[config.mk]
export PLATFORM = sky130hd
export DESIGN_NAME = boot_sequencer
export DESIGN_NICKNAME = d
export VERILOG_FILES = /design/src/rtl/soc_pkg.sv /design/src/rtl/boot_sequencer_if.sv /design/src/rtl/boot_axi_wr_issue.sv /design/src/rtl/boot_sequencer.sv
export SDC_FILE = /design/constraint.sdc
export NUM_CORES = 1
export LEC_CHECK = 0
export ABC_AREA = 1
export CAP_MARGIN = 20
export CELL_PAD_IN_SITES_DETAIL_PLACEMENT = 1
export CELL_PAD_IN_SITES_GLOBAL_PLACEMENT = 1
export CORE_ASPECT_RATIO = 0.6
export CORE_MARGIN = 2
export CORE_UTILIZATION = 28
export CTS_CLUSTER_DIAMETER = 60
export DETAILED_ROUTE_END_ITERATION = 8
export PLACE_DENSITY_LB_ADDON = 0.1
export RECOVER_POWER = 25
export SLEW_MARGIN = 15
export SYNTH_ARGS = -nofsm -noshare
export SYNTH_HDL_FRONTEND = slang
export SYNTH_SLANG_ARGS = --single-unit
export TNS_END_PERCENT = 5
[constraint.sdc]
create_clock -name clk_i -period 17.4 [get_ports clk_i]
set_clock_uncertainty 0.05 [all_clocks]
set_input_delay 3.48 -clock clk_i [delete_from_list [all_inputs] [get_ports clk_i]]
set_output_delay 3.48 -clock clk_i [all_outputs]
set_load 0.005 [all_outputs]
[src/rtl/soc_pkg.sv]
// Shared SoC types: AXI master request/response structs, boot sequencer states and
// default addresses/values for the RAM configuration writes.
package soc_pkg;

    localparam int unsigned AXI_ID_W       = 4;
    localparam logic [1:0]  AXI_BURST_INCR = 2'b01;
    localparam logic [1:0]  AXI_RESP_OKAY  = 2'b00;

    typedef struct packed {
        logic [AXI_ID_W-1:0] id;
        logic [63:0]         addr;
        logic [7:0]          len;
        logic [2:0]          size;
        logic [1:0]          burst;
    } axi_ax_t;

    typedef struct packed {
        logic [63:0] data;
        logic [7:0]  strb;
        logic        last;
    } axi_w_t;

    typedef struct packed {
        logic [AXI_ID_W-1:0] id;
        logic [1:0]          resp;
    } axi_b_t;

    typedef struct packed {
        logic [AXI_ID_W-1:0] id;
        logic [63:0]         data;
        logic [1:0]          resp;
        logic                last;
    } axi_r_t;

    typedef struct packed {
        axi_ax_t aw;
        logic    aw_valid;
        axi_w_t  w;
        logic    w_valid;
        logic    b_ready;
        axi_ax_t ar;
        logic    ar_valid;
        logic    r_ready;
    } m_req_t;

    typedef struct packed {
        logic    aw_ready;
        logic    w_ready;
        axi_b_t  b;
        logic    b_valid;
        logic    ar_ready;
        axi_r_t  r;
        logic    r_valid;
    } m_resp_t;

    typedef enum logic [2:0] {
        IDLE      = 3'd0,
        CFG_FREQ  = 3'd1,
        CFG_CLKEN = 3'd2,
        STREAM    = 3'd3,
        DRAIN     = 3'd4,
        DONE      = 3'd5
    } boot_state_e;

    localparam logic [63:0] RAM_FREQ_ADDR_DEF  = 64'h0000_0000_1000_0600;
    localparam logic [63:0] RAM_FREQ_VAL_DEF   = 64'd3200;
    localparam logic [63:0] RAM_CLKEN_ADDR_DEF = 64'h0000_0000_1000_0E18;

endpackage

[src/rtl/boot_sequencer_if.sv]
// One-word (address, data, last) valid/ready handshake used by the image source
// and by the sequencer to feed its write issue stage.
interface boot_sequencer_if;
    logic        valid;
    logic        ready;
    logic [63:0] addr;
    logic [63:0] data;
    logic        last;

    modport master (output valid, addr, data, last, input ready);
    modport slave  (input valid, addr, data, last, output ready);
endinterface

[src/rtl/boot_axi_wr_issue.sv]
// Single-word AXI write issue stage: AW and W handshake independently and the word
// retires in the cycle the later of the two completes.
module boot_axi_wr_issue (
    input  logic                   clk_i,
    input  logic                   arst_i,
    boot_sequencer_if.slave        word_if,
    output logic                   aw_valid_o,
    input  logic                   aw_ready_i,
    output logic                   w_valid_o,
    input  logic                   w_ready_i,
    output logic [63:0]            addr_o,
    output logic [63:0]            data_o,
    output logic                   last_o,
    output logic                   aw_fire_o,
    output logic                   retire_o
);
    logic        full_q, full_d;
    logic        aw_done_q, aw_done_d;
    logic        w_done_q, w_done_d;
    logic [63:0] addr_q, data_q;
    logic        last_q;
    logic        accept, w_fire;

    assign word_if.ready = ~full_q;
    assign accept        = word_if.valid & ~full_q;
    assign aw_valid_o    = full_q & ~aw_done_q;
    assign w_valid_o     = full_q & ~w_done_q;
    assign aw_fire_o     = aw_valid_o & aw_ready_i;
    assign w_fire        = w_valid_o & w_ready_i;
    assign retire_o      = full_q & (aw_done_q | aw_fire_o) & (w_done_q | w_fire);
    assign addr_o        = addr_q;
    assign data_o        = data_q;
    assign last_o        = last_q;

    always_comb begin
        full_d    = full_q;
        aw_done_d = aw_done_q | aw_fire_o;
        w_done_d  = w_done_q | w_fire;
        if (retire_o) begin
            full_d    = 1'b0;
            aw_done_d = 1'b0;
            w_done_d  = 1'b0;
        end else if (accept) begin
            full_d = 1'b1;
        end
    end

    always_ff @(posedge clk_i or posedge arst_i) begin
        if (arst_i) begin
            full_q    <= 1'b0;
            aw_done_q <= 1'b0;
            w_done_q  <= 1'b0;
            addr_q    <= '0;
            data_q    <= '0;
            last_q    <= 1'b0;
        end else begin
            full_q    <= full_d;
            aw_done_q <= aw_done_d;
            w_done_q  <= w_done_d;
            if (accept) begin
                addr_q <= word_if.addr;
                data_q <= word_if.data;
                last_q <= word_if.last;
            end
        end
    end
endmodule

[src/rtl/boot_sequencer.sv]
// Boot sequencer: programs the RAM frequency and clock-enable registers, then streams
// (address, data) words from mass storage into RAM with several AXI writes in flight.
module boot_sequencer
    import soc_pkg::*;
#(
    parameter type         req_t           = soc_pkg::m_req_t,
    parameter type         resp_t          = soc_pkg::m_resp_t,
    parameter int unsigned MAX_OUTSTANDING = 4,
    parameter logic [63:0] RAM_FREQ_ADDR   = soc_pkg::RAM_FREQ_ADDR_DEF,
    parameter logic [63:0] RAM_FREQ_VAL    = soc_pkg::RAM_FREQ_VAL_DEF,
    parameter logic [63:0] RAM_CLKEN_ADDR  = soc_pkg::RAM_CLKEN_ADDR_DEF,
    parameter int unsigned AXI_ID          = 0
) (
    input  logic        clk_i,
    input  logic        arst_i,
    input  logic        start_i,
    input  logic        src_valid_i,
    output logic        src_ready_o,
    input  logic [63:0] src_addr_i,
    input  logic [63:0] src_data_i,
    input  logic        src_last_i,
    output req_t        m_req_o,
    input  resp_t       m_resp_i,
    output logic        busy_o,
    output logic        done_o,
    output logic        err_o,
    output logic [31:0] words_o
);
    boot_state_e state_q, state_d;
    logic [3:0]  outst_q, outst_d;
    logic [31:0] words_q, words_d;
    logic        err_q, err_d;
    logic        cfg_sent_q, cfg_sent_d;

    logic        busy, b_fire, stream_aw;
    logic        aw_valid, w_valid, aw_fire, retire, iss_last;
    logic [63:0] iss_addr, iss_data;
    logic        unused_resp;

    boot_sequencer_if iss_if ();

    boot_axi_wr_issue u_issue (
        .clk_i      (clk_i),
        .arst_i     (arst_i),
        .word_if    (iss_if.slave),
        .aw_valid_o (aw_valid),
        .aw_ready_i (m_resp_i.aw_ready),
        .w_valid_o  (w_valid),
        .w_ready_i  (m_resp_i.w_ready),
        .addr_o     (iss_addr),
        .data_o     (iss_data),
        .last_o     (iss_last),
        .aw_fire_o  (aw_fire),
        .retire_o   (retire)
    );

    assign busy        = (state_q != IDLE) && (state_q != DONE);
    assign b_fire      = m_resp_i.b_valid & busy;
    assign stream_aw   = aw_fire & (state_q == STREAM);
    assign src_ready_o = (state_q == STREAM) & iss_if.ready & (32'(outst_q) < MAX_OUTSTANDING);
    assign busy_o      = busy;
    assign done_o      = (state_q == DONE);
    assign err_o       = err_q;
    assign words_o     = words_q;
    assign unused_resp = ^{m_resp_i.ar_ready, m_resp_i.r_valid, m_resp_i.r, m_resp_i.b.id};

    always_comb begin
        state_d      = state_q;
        outst_d      = outst_q;
        words_d      = words_q;
        err_d        = err_q;
        cfg_sent_d   = cfg_sent_q;
        iss_if.valid = 1'b0;
        iss_if.addr  = '0;
        iss_if.data  = '0;
        iss_if.last  = 1'b0;
        unique case (state_q)
            IDLE, DONE: begin
                if (start_i) begin
                    err_d      = 1'b0;
                    words_d    = '0;
                    cfg_sent_d = 1'b0;
                    state_d    = CFG_FREQ;
                end
            end
            CFG_FREQ, CFG_CLKEN: begin
                iss_if.valid = ~cfg_sent_q;
                iss_if.addr  = (state_q == CFG_FREQ) ? RAM_FREQ_ADDR : RAM_CLKEN_ADDR;
                iss_if.data  = (state_q == CFG_FREQ) ? RAM_FREQ_VAL : 64'd1;
                if (iss_if.ready && !cfg_sent_q) cfg_sent_d = 1'b1;
                if (b_fire) begin
                    cfg_sent_d = 1'b0;
                    state_d    = (state_q == CFG_FREQ) ? CFG_CLKEN : STREAM;
                end
            end
            STREAM: begin
                iss_if.valid = src_valid_i & src_ready_o;
                iss_if.addr  = {src_addr_i[63:3], 3'b000};
                iss_if.data  = src_data_i;
                iss_if.last  = src_last_i;
                if (iss_if.valid && (src_addr_i[2:0] != 3'b000)) err_d = 1'b1;
                if (retire && iss_last) state_d = DRAIN;
            end
            DRAIN: begin
                if (outst_q == '0) state_d = DONE;
            end
            default: state_d = IDLE;
        endcase
        if (b_fire && (m_resp_i.b.resp != AXI_RESP_OKAY)) err_d = 1'b1;
        // Config writes complete in CFG_* states, so only stream B's reach the counters.
        if ((state_q == STREAM) || (state_q == DRAIN)) begin
            if (stream_aw && !b_fire) outst_d = outst_q + 4'd1;
            if (!stream_aw && b_fire) outst_d = outst_q - 4'd1;
            if (b_fire) words_d = words_q + 32'd1;
        end
    end

    always_comb begin
        m_req_o          = '0;
        m_req_o.aw.id    = AXI_ID_W'(AXI_ID);
        m_req_o.aw.addr  = iss_addr;
        m_req_o.aw.len   = '0;
        m_req_o.aw.size  = 3'd3;
        m_req_o.aw.burst = AXI_BURST_INCR;
        m_req_o.aw_valid = aw_valid;
        m_req_o.w.data   = iss_data;
        m_req_o.w.strb   = '1;
        m_req_o.w.last   = 1'b1;
        m_req_o.w_valid  = w_valid;
        m_req_o.b_ready  = busy;
        m_req_o.ar_valid = 1'b0;
        m_req_o.r_ready  = 1'b0;
    end

    always_ff @(posedge clk_i or posedge arst_i) begin
        if (arst_i) begin
            state_q    <= IDLE;
            outst_q    <= '0;
            words_q    <= '0;
            err_q      <= 1'b0;
            cfg_sent_q <= 1'b0;
        end else begin
            state_q    <= state_d;
            outst_q    <= outst_d;
            words_q    <= words_d;
            err_q      <= err_d;
            cfg_sent_q <= cfg_sent_d;
        end
    end
endmodule

==> impl_metrics.tcl, run 1 <==
set metrics [dict create \
    fin_cells 1783 \
    async_reset_ff_share_pct 100 \
    dpl.hpwl_um 21400 \
    violations "max-capacitance violations, max-slew violations" \
    slowest_stage "clkinvlp_2" \
    numCtsBuffers 17 \
    vias_per_cell 4.21 \
    timing.rr.end "words_o[29]" \
    fin_crit_sh_pct 39.6 \
    rows 49 \
    die_w_um 228 \
    yosysWarnings 0 \
    ys.flop_type "dfrtp_1" \
    whs_ns 0.415 \
    power.density_nw_per_um2 138 \
    route.detailed.drc 0 \
    die_area_um2 31600 \
    dpl_worst_slack_ns 11.09 \
    crit_fanout 63 \
    worst-path-buf-inv 4 \
    fin_ws_ns 10.51 \
    core_um2 29800 \
    hold_buffers 0 \
    finalMaxSlewViolations 90 \
    p_leak_nw 6.07 \
    yosys-top-cells-area "dfrtp_1, nand2_1, buf_4" \
    start_util_pct 28.3 \
    ys_seq_area_share_pct 50.4 \
    maxCapViolations 2 \
    port_buffers 301 \
    hold_start "u_issue.data_o[13]" \
    grt_max_degree 87 \
    synth_commonest_cells "nand2_1, dfrtp_1, buf_4" \
    cts_setup_buffers 0 \
    insertion_delay_ns 0.44 \
    whs_endpoint "u_issue.data_o[13]" \
    drtIter0Drc 307 \
    ctsResizeCount 0 \
    worstSetupEndpointType "async pin" \
    crit_chain "dlygate4sd3_1, clkinvlp_2, buf_4, buf_4" \
    multi_input_area_um2 3280 \
    reg2regPathDepth 9 \
    grt_overflow_total 0 \
    totalPowerFinal_mw 1.65 \
    synth_cells 1075 \
    cp-start-kind "input port" \
    ir_worst_vdd_mv 0.0689 \
    syn_area_um2 8440 \
    cp.arrival_ns 7.35 \
    wl_per_cell_um 16.4 \
    firstDrtPassIters 4 \
    netlist.area_leader.share_pct 50.4 \
    yosysTopAreaCell "dfrtp_1" \
    clockRootBuffer "clkbuf_16" \
    reg2reg_slack_ns 13.99 \
    period_needed_ns 6.89 \
    synth.most_common_cell "nand2_1" \
    hold_depth 2 \
    place_area_um2 11400 \
    clock_path_buffers 2 \
    hold_class "register to register" \
    grt_usage_pct 18.7 \
    finalNetCount 1581 \
    vias 7507 \
    cts_max_level 4 \
    fin_util_pct 40.1 \
    syn_to_final_growth_pct 41.4 \
    n_fill_cell 3669 \
    hold_viol 0 \
    worstMarginPinSlew_ns 2.94 \
    synth_cell_types 33 \
    final_antenna_net_count 0 \
    clock_sinks 170 \
    synth_edf_count 0 \
    fin_tns_setup_ns 0 \
    postRouteWirelength_um 29300 \
    cts_tree "yes" \
    worstSetupPathType "input port to async pin" \
    grt_pass1_vias 7588 \
    relSlewSlack_pct -97.2 \
    seqCellArea_um2 4250 \
    ios 491 \
    slowest_delay_ns 1.66 \
    rsz0062_at_grt "no" \
    gp_congestion 0.815 \
    dp_cells 1751 \
    drive_gt1_share_pct 2.84 \
    design_area_um2 11900 \
    crit_family "buffers and inverters" \
    antenna_found_initial 1 \
    finalSetupViolations 0 \
    crit_top_cell "buf_4" \
    avgSynthCellArea_um2 7.85 \
    diodes 0 \
    grt_first_pass_wirelength_um 45500 \
    die-height_um 138 \
    required_ns 17.86 \
    ys_seq_elements 170 \
    rr_startpoint "state_q[0]" \
    status "complete, but fails checks" \
    fmax_mhz 145 \
    path_clk_slew_ns 0.06 \
]
[registers in the layout, indices dropped and copies added (netlist names), 3 cells and up]
| register | flops |
|---|---|
| u_issue.data_o | 64 |
| state_q | 3 |
| u_issue.addr_o | 61 |
| words_o | 32 |
| outst_q | 4 |
[layer usage]
| layer | wire (µm) | up-vias | global-route usage [%] |
|---|---|---|---|
| met3 | 2000 | 20 | 5.61 |
| li1 | - | 3650 | - |
| met1 | 14300 | 3641 | 26.5 |
| met4 | 283 | 2 | 4.75 |
| met5 | 11 | - | 0 |
| met2 | 12700 | 194 | 27.8 |
[cells in the final DEF, fill, tap and decap left out, types with 10 or more instances in the layout]
master	instances
dlygate4sd3_1	55
inv_1	63
nand2_1	476
conb_1	112
dfrtp_1	170
clkbuf_16	17
nor3_1	10
o21ai_0	26
clkdlybuf4s50_1	246
nand3_1	50
nor2_1	82
nand4_1	10
[worst reg2reg max path: cells and delay by family (launching register included)]
| kind | cells | cell delay, ns |
|---|---|---|
| DFF | 1 | 0.46 |
| buffers and inverters | 1 | 0.08 |
| and+or+nand+nor | 8 | 2.76 |
[worst max path at each step]
stage | cells past startpoint | from | slack, ns | endpoint
2_1_floorplan | 1 | arst_i | 9.27 | cfg_sent_q
3_3_place_gp | 7 | src_valid_i | 11.10 | u_issue.data_o[26]
3_5_place_dp | 7 | src_valid_i | 11.09 | u_issue.data_o[18]
4_1_cts | 7 | src_valid_i | 11.56 | u_issue.data_o[35]
5_1_grt | 4 | arst_i | 9.83 | u_issue.addr_o[41]
6_report | 4 | arst_i | 10.51 | u_issue.addr_o[42]
[power by group]
part / switching [mW] / total, mW / internal [mW] / leakage, nW
clock network: 0.165 / 0.398 / 0.233 / 0.281
registers: 0.0818 / 0.614 / 0.532 / 2.32
logic: 0.322 / 0.635 / 0.312 / 3.47
[cell type report]
| cell class | instances | share of cell area [%] |
|---|---|---|
| clock buffer | 25 | 3.98 |
| clock inverter | 7 | 0.964 |
| inverter | 67 | 2.13 |
| multi-input combinational | 801 | 27.5 |
| sequential | 170 | 35.6 |
| tap | 408 | 4.28 |
| timing repair buffer | 305 | 25.5 |
[logic make-up (layout without fill, tap and decap cells)]
family / after synthesis / in the layout / share of synthesized area (%)
compound gates: 45 / 45 / 2.89
xor+xnor: 4 / 4 / 0.415
fa+ha+maj: 4 / 4 / 0.593
buf+inv: 214 / 404 / 15.4
flops: 170 / 170 / 50.4
other cells: 2 / 112 / 0.0890
simple gates: 636 / 636 / 30.2
(Power assumes the default switching activity.)
==> run 2: changes to the inputs <==
CORE_UTILIZATION = 24   (was 28)
clock period = 5.6 ns   (was 17.4 ns; I/O delays follow)
==> impl_metrics.tcl, run 2 (synthesis results as in run 1) <==
set metrics [dict create \
    power.density_nw_per_um2 432 \
    worstMarginPinSlew_ns 1.94 \
    cp-start-kind "input port" \
    fmax_mhz 293 \
    antenna_found_initial 2 \
    timing.rr.end "u_issue.addr_o[22]" \
    required_ns 6.13 \
    rsz0062_at_grt "no" \
    hold_class "register to register" \
    hold_buffers 0 \
    vias 7409 \
    grt_max_degree 67 \
    hold_start "u_issue.addr_o[5]" \
    slowest_delay_ns 1.44 \
    drive_gt1_share_pct 3.55 \
    final_cell_mix "nand2_1, clkdlybuf4s50_1, dfrtp_1" \
    clock_path_buffers 2 \
    insertion_delay_ns 0.45 \
    hold_depth 2 \
    worstSetupEndpointType "async pin" \
    p_leak_nw 5.95 \
    ios 491 \
    port_buffers 301 \
    path_clk_slew_ns 0.07 \
    worstSetupPathType "input port to async pin" \
    drtIter0Drc 325 \
    finalSetupViolations 0 \
    numCtsBuffers 17 \
    whs_endpoint "u_issue.addr_o[5]" \
    start_util_pct 24.2 \
    gp_congestion 0.766 \
    period_needed_ns 3.41 \
    finalNetCount 1585 \
    grt_first_pass_wirelength_um 45300 \
    wl_per_cell_um 16.3 \
    use_met1_pct 23.3 \
    maxCapViolations 1 \
    vias_per_cell 4.01 \
    relSlewSlack_pct -29.2 \
    ir_worst_vdd_mv 0.227 \
    clockRootBuffer "clkbuf_16" \
    die_area_um2 36700 \
    cts_tree "yes" \
    finalMaxSlewViolations 31 \
    fin_cells 1848 \
    crit_chain "dlygate4sd3_1, clkinvlp_2, clkbuf_1, buf_12" \
    dpl.hpwl_um 22200 \
    clock_sinks 170 \
    rr_startpoint "state_q[2]" \
    syn_to_final_growth_pct 43.2 \
    reg2reg_slack_ns 2.78 \
    met2_usage_pct 23.9 \
    largest_reg_flops 64 \
    ctsResizeCount 0 \
    final_antenna_net_count 0 \
    grt_most_used_layer "met2" \
    violations "max-capacitance violations, max-slew violations" \
    hold_viol 0 \
    crit_fanout 66 \
    die_w_um 246 \
    grt_overflow_total 0 \
    firstDrtPassIters 4 \
    route.detailed.drc 0 \
    die-height_um 149 \
    postRouteWirelength_um 30100 \
    grt_usage_pct 16.4 \
    cp.arrival_ns 3.94 \
    slowest_stage "clkbuf_1" \
    cts_setup_buffers 0 \
    status "complete, but fails checks" \
    cts_max_level 4 \
    fin_crit_sh_pct 61.0 \
    rows 53 \
    use_met3_pct 4.75 \
    final_common_cell "nand2_1" \
    core_um2 34800 \
    dp_cells 1813 \
    grt_pass1_vias 7416 \
    reg2regPathDepth 9 \
    fin_tns_setup_ns 0 \
]
-- run 2: final cells by class --
class / count / area [µm²]
Sequential cell: 170 / 4250
Antenna cell: 2 / 5.00
Clock buffer: 19 / 453
Tap cell: 467 / 584
Fill cell: 4183 / 22700
Inverter: 67 / 255
Timing Repair Buffer: 309 / 3110
Clock inverter: 13 / 134
Multi-Input combinational cell: 801 / 3290
-- run 2: worst max-delay path by stage --
stage | start | endpoint | cells after the start
finish | arst_i | u_issue.data_o[46] | 4
global route | arst_i | u_issue.data_o[46] | 4
CTS | u_issue.full_q | m_req_o[158] | 3
detailed placement | src_valid_i | u_issue.addr_o[3] | 7
global placement | src_valid_i | u_issue.addr_o[34] | 7
floorplan | arst_i | cfg_sent_q | 1
-- run 2: per-stage QoR --
stage                     power [mW]  area, µm²  util, %  setup WS, ns  hold WS (ns)
final                           5.22      12100     34.7          2.19         0.419
after global routing            5.62      12100     34.7          1.79         0.440
after CTS                       5.33      12100     34.7          2.27         0.425
after detailed placement        4.07      11500     33.0          1.97         0.407
after global placement          4.03      11500     33.0          1.99         0.403
after floorplan                 2.85       8860        -          2.26         0.392
-- run 2: metal layers --
metal,wire [µm],vias to the layer above
met5,0,-
met3,2350,16
li1,-,3666
met4,281,0
met1,14400,3534
met2,13100,193
-- run 2: power breakdown --
group / switching, mW / internal [mW] / total, mW
clock network: 0.577 / 0.650 / 1.23
logic: 1.02 / 1.05 / 2.07
registers: 0.266 / 1.65 / 1.92
-- run 2: critical path, delay by kind of cell --
| kind | cells | cell delay, ns |
|---|---|---|
| buffers and inverters | 4 | 2.71 |
==> run 3: changes to the inputs <==
clock period = 2.9 ns   (was 5.6 ns; I/O delays follow)
==> impl_metrics.tcl, run 3 (synthesis results as in run 1) <==
set metrics [dict create \
    gp_congestion 0.797 \
    numCtsBuffers 17 \
    drive_gt1_share_pct 4.46 \
    switching_share_pct 34.8 \
    core_um2 34800 \
    fin_ws_ns 0.319 \
    route.detailed.drc 0 \
    worstMarginPinSlew_ns 1.04 \
    die-height_um 149 \
    timing.rr.end "outst_q[3]" \
    drtIter0Drc 293 \
    worstSetupPathType "register to output pin" \
    largest_reg_flops 64 \
    start_util_pct 24.2 \
    antenna_found_initial 1 \
    ctsResizeCount 0 \
    dpl.hpwl_um 22600 \
    dpl_worst_slack_ns 0.249 \
    seq_power_share_pct 35.7 \
    p_int_mw 6.76 \
    cp.arrival_ns 1.95 \
    path_clk_slew_ns 0.07 \
    status "completed" \
    design_area_um2 12300 \
    vias 7463 \
    whs_ns 0.419 \
    grt_overflow_total 0 \
    rr_startpoint "state_q[1]" \
    fmax_mhz 387 \
    rows 53 \
    grt_first_pass_wirelength_um 45700 \
    crit_start "state_q[1]" \
    grt_max_degree 57 \
    postRouteWirelength_um 29900 \
    syn_to_final_growth_pct 45.2 \
    maxCapViolations 0 \
    die_area_um2 36700 \
    fin_crit_sh_pct 89.0 \
    reg2regPathDepth 11 \
    clock_sinks 170 \
    port_buffers 301 \
    cts_max_level 4 \
    rsz0062_at_grt "no" \
    pwr-share-clk_pct 25.1 \
    diodes 0 \
    hold_viol 0 \
    p_leak_nw 6.05 \
    finalSetupViolations 0 \
    grt_pass1_vias 7595 \
    comb_power_share_pct 39.2 \
    final_common_cell "nand2_1" \
    crit_fanout 7 \
    fin_tns_setup_ns 0 \
    finalNetCount 1597 \
    place_area_um2 11700 \
    period_needed_ns 2.58 \
    clock_path_buffers 2 \
    required_ns 2.27 \
    crit_end "m_req_o[83]" \
    hold_class "register to register" \
    die_w_um 246 \
    final_antenna_net_count 0 \
    clockRootBuffer "clkbuf_16" \
    final_cell_mix "nand2_1, clkdlybuf4s50_1, dfrtp_1" \
    reg2reg_slack_ns 0.54 \
    p_switching_mw 3.61 \
    hold_buffers 0 \
    wl_per_cell_um 16.1 \
    power.density_nw_per_um2 846 \
    vias_per_cell 4.02 \
    finalMaxSlewViolations 0 \
    cp-start-kind "register" \
    cts_tree "yes" \
    firstDrtPassIters 4 \
    grt_usage_pct 16.4 \
    insertion_delay_ns 0.44 \
    ir_worst_vdd_mv 0.458 \
    relSlewSlack_pct 30.1 \
    ios 491 \
    worstSetupEndpointType "output pin" \
    cts_setup_buffers 0 \
]
==> run 3: changes by cell type in the layout (fill, tap and decap cells not counted), sizes merged <==
cell           delta
clkinvlp          -2
bufinv            +3
clkinv            -3
clkbuf            +2
buf               +8
dlygate4sd3       -2
clkdlybuf4s50     +2
diode             -2
inv               +4
==> run 3: worst min-delay path by stage <==
stage | startpoint | endpoint | slack [ns] | depth (start not counted)
after floorplan | u_issue.last_o | u_issue.last_o | 0.39 | 2
after global placement | u_issue.data_o[39] | u_issue.data_o[39] | 0.40 | 2
after detailed placement | u_issue.addr_o[4] | u_issue.addr_o[4] | 0.41 | 2
after CTS | u_issue.addr_o[4] | u_issue.addr_o[4] | 0.43 | 2
after global routing | u_issue.addr_o[25] | u_issue.addr_o[25] | 0.45 | 2
final | u_issue.addr_o[4] | u_issue.addr_o[4] | 0.42 | 2
==> run 3: per-stage QoR <==
step / instances / total power, mW / utilization (%)
after floorplan: 1185 / 5.50 / -
after global placement: 1826 / 7.86 / 33.5
after detailed placement: 1826 / 7.92 / 33.5
after CTS: 1858 / 10.6 / 35.4
after global routing: 1858 / 11.2 / 35.2
final: 1858 / 10.4 / 35.2
==> run 3: layer usage <==
metal	track usage [%]	part of all wire [%]	vias to the layer above
met5	0	0	-
met4	3.73	0.84	0
li1	-	-	3678
met1	23.5	49	3600
met2	24.5	44	171
met3	4.57	6.4	14
==> run 3: worst max-delay path, cell delays in order (launching register included) <==
cell and delay [ns]:
dfrtp_1 0.45, inv_2 0.15, nand3_1 0.17, nand2_2 0.21, inv_1 0.08, clkdlybuf4s50_1 0.45
==> run 3: cell type report <==
type                            count  area, µm²
Clock buffer                       17        425
Sequential cell                   170       4250
Inverter                           67        255
Clock inverter                     15        221
Timing Repair Buffer              321       3210
Multi-Input combinational cell    801       3310
Tap cell                          467        584
Fill cell                        4152      22600
==> run 3: power groups by stage <==
stage	clock network [mW]	registers [mW]	logic [mW]
final	2.60	3.70	4.07
after global routing	2.80	3.83	4.57
after CTS	2.71	3.72	4.19
after detailed placement	0	3.75	4.17
after global placement	0	3.72	4.14
after floorplan	0	3.76	1.74
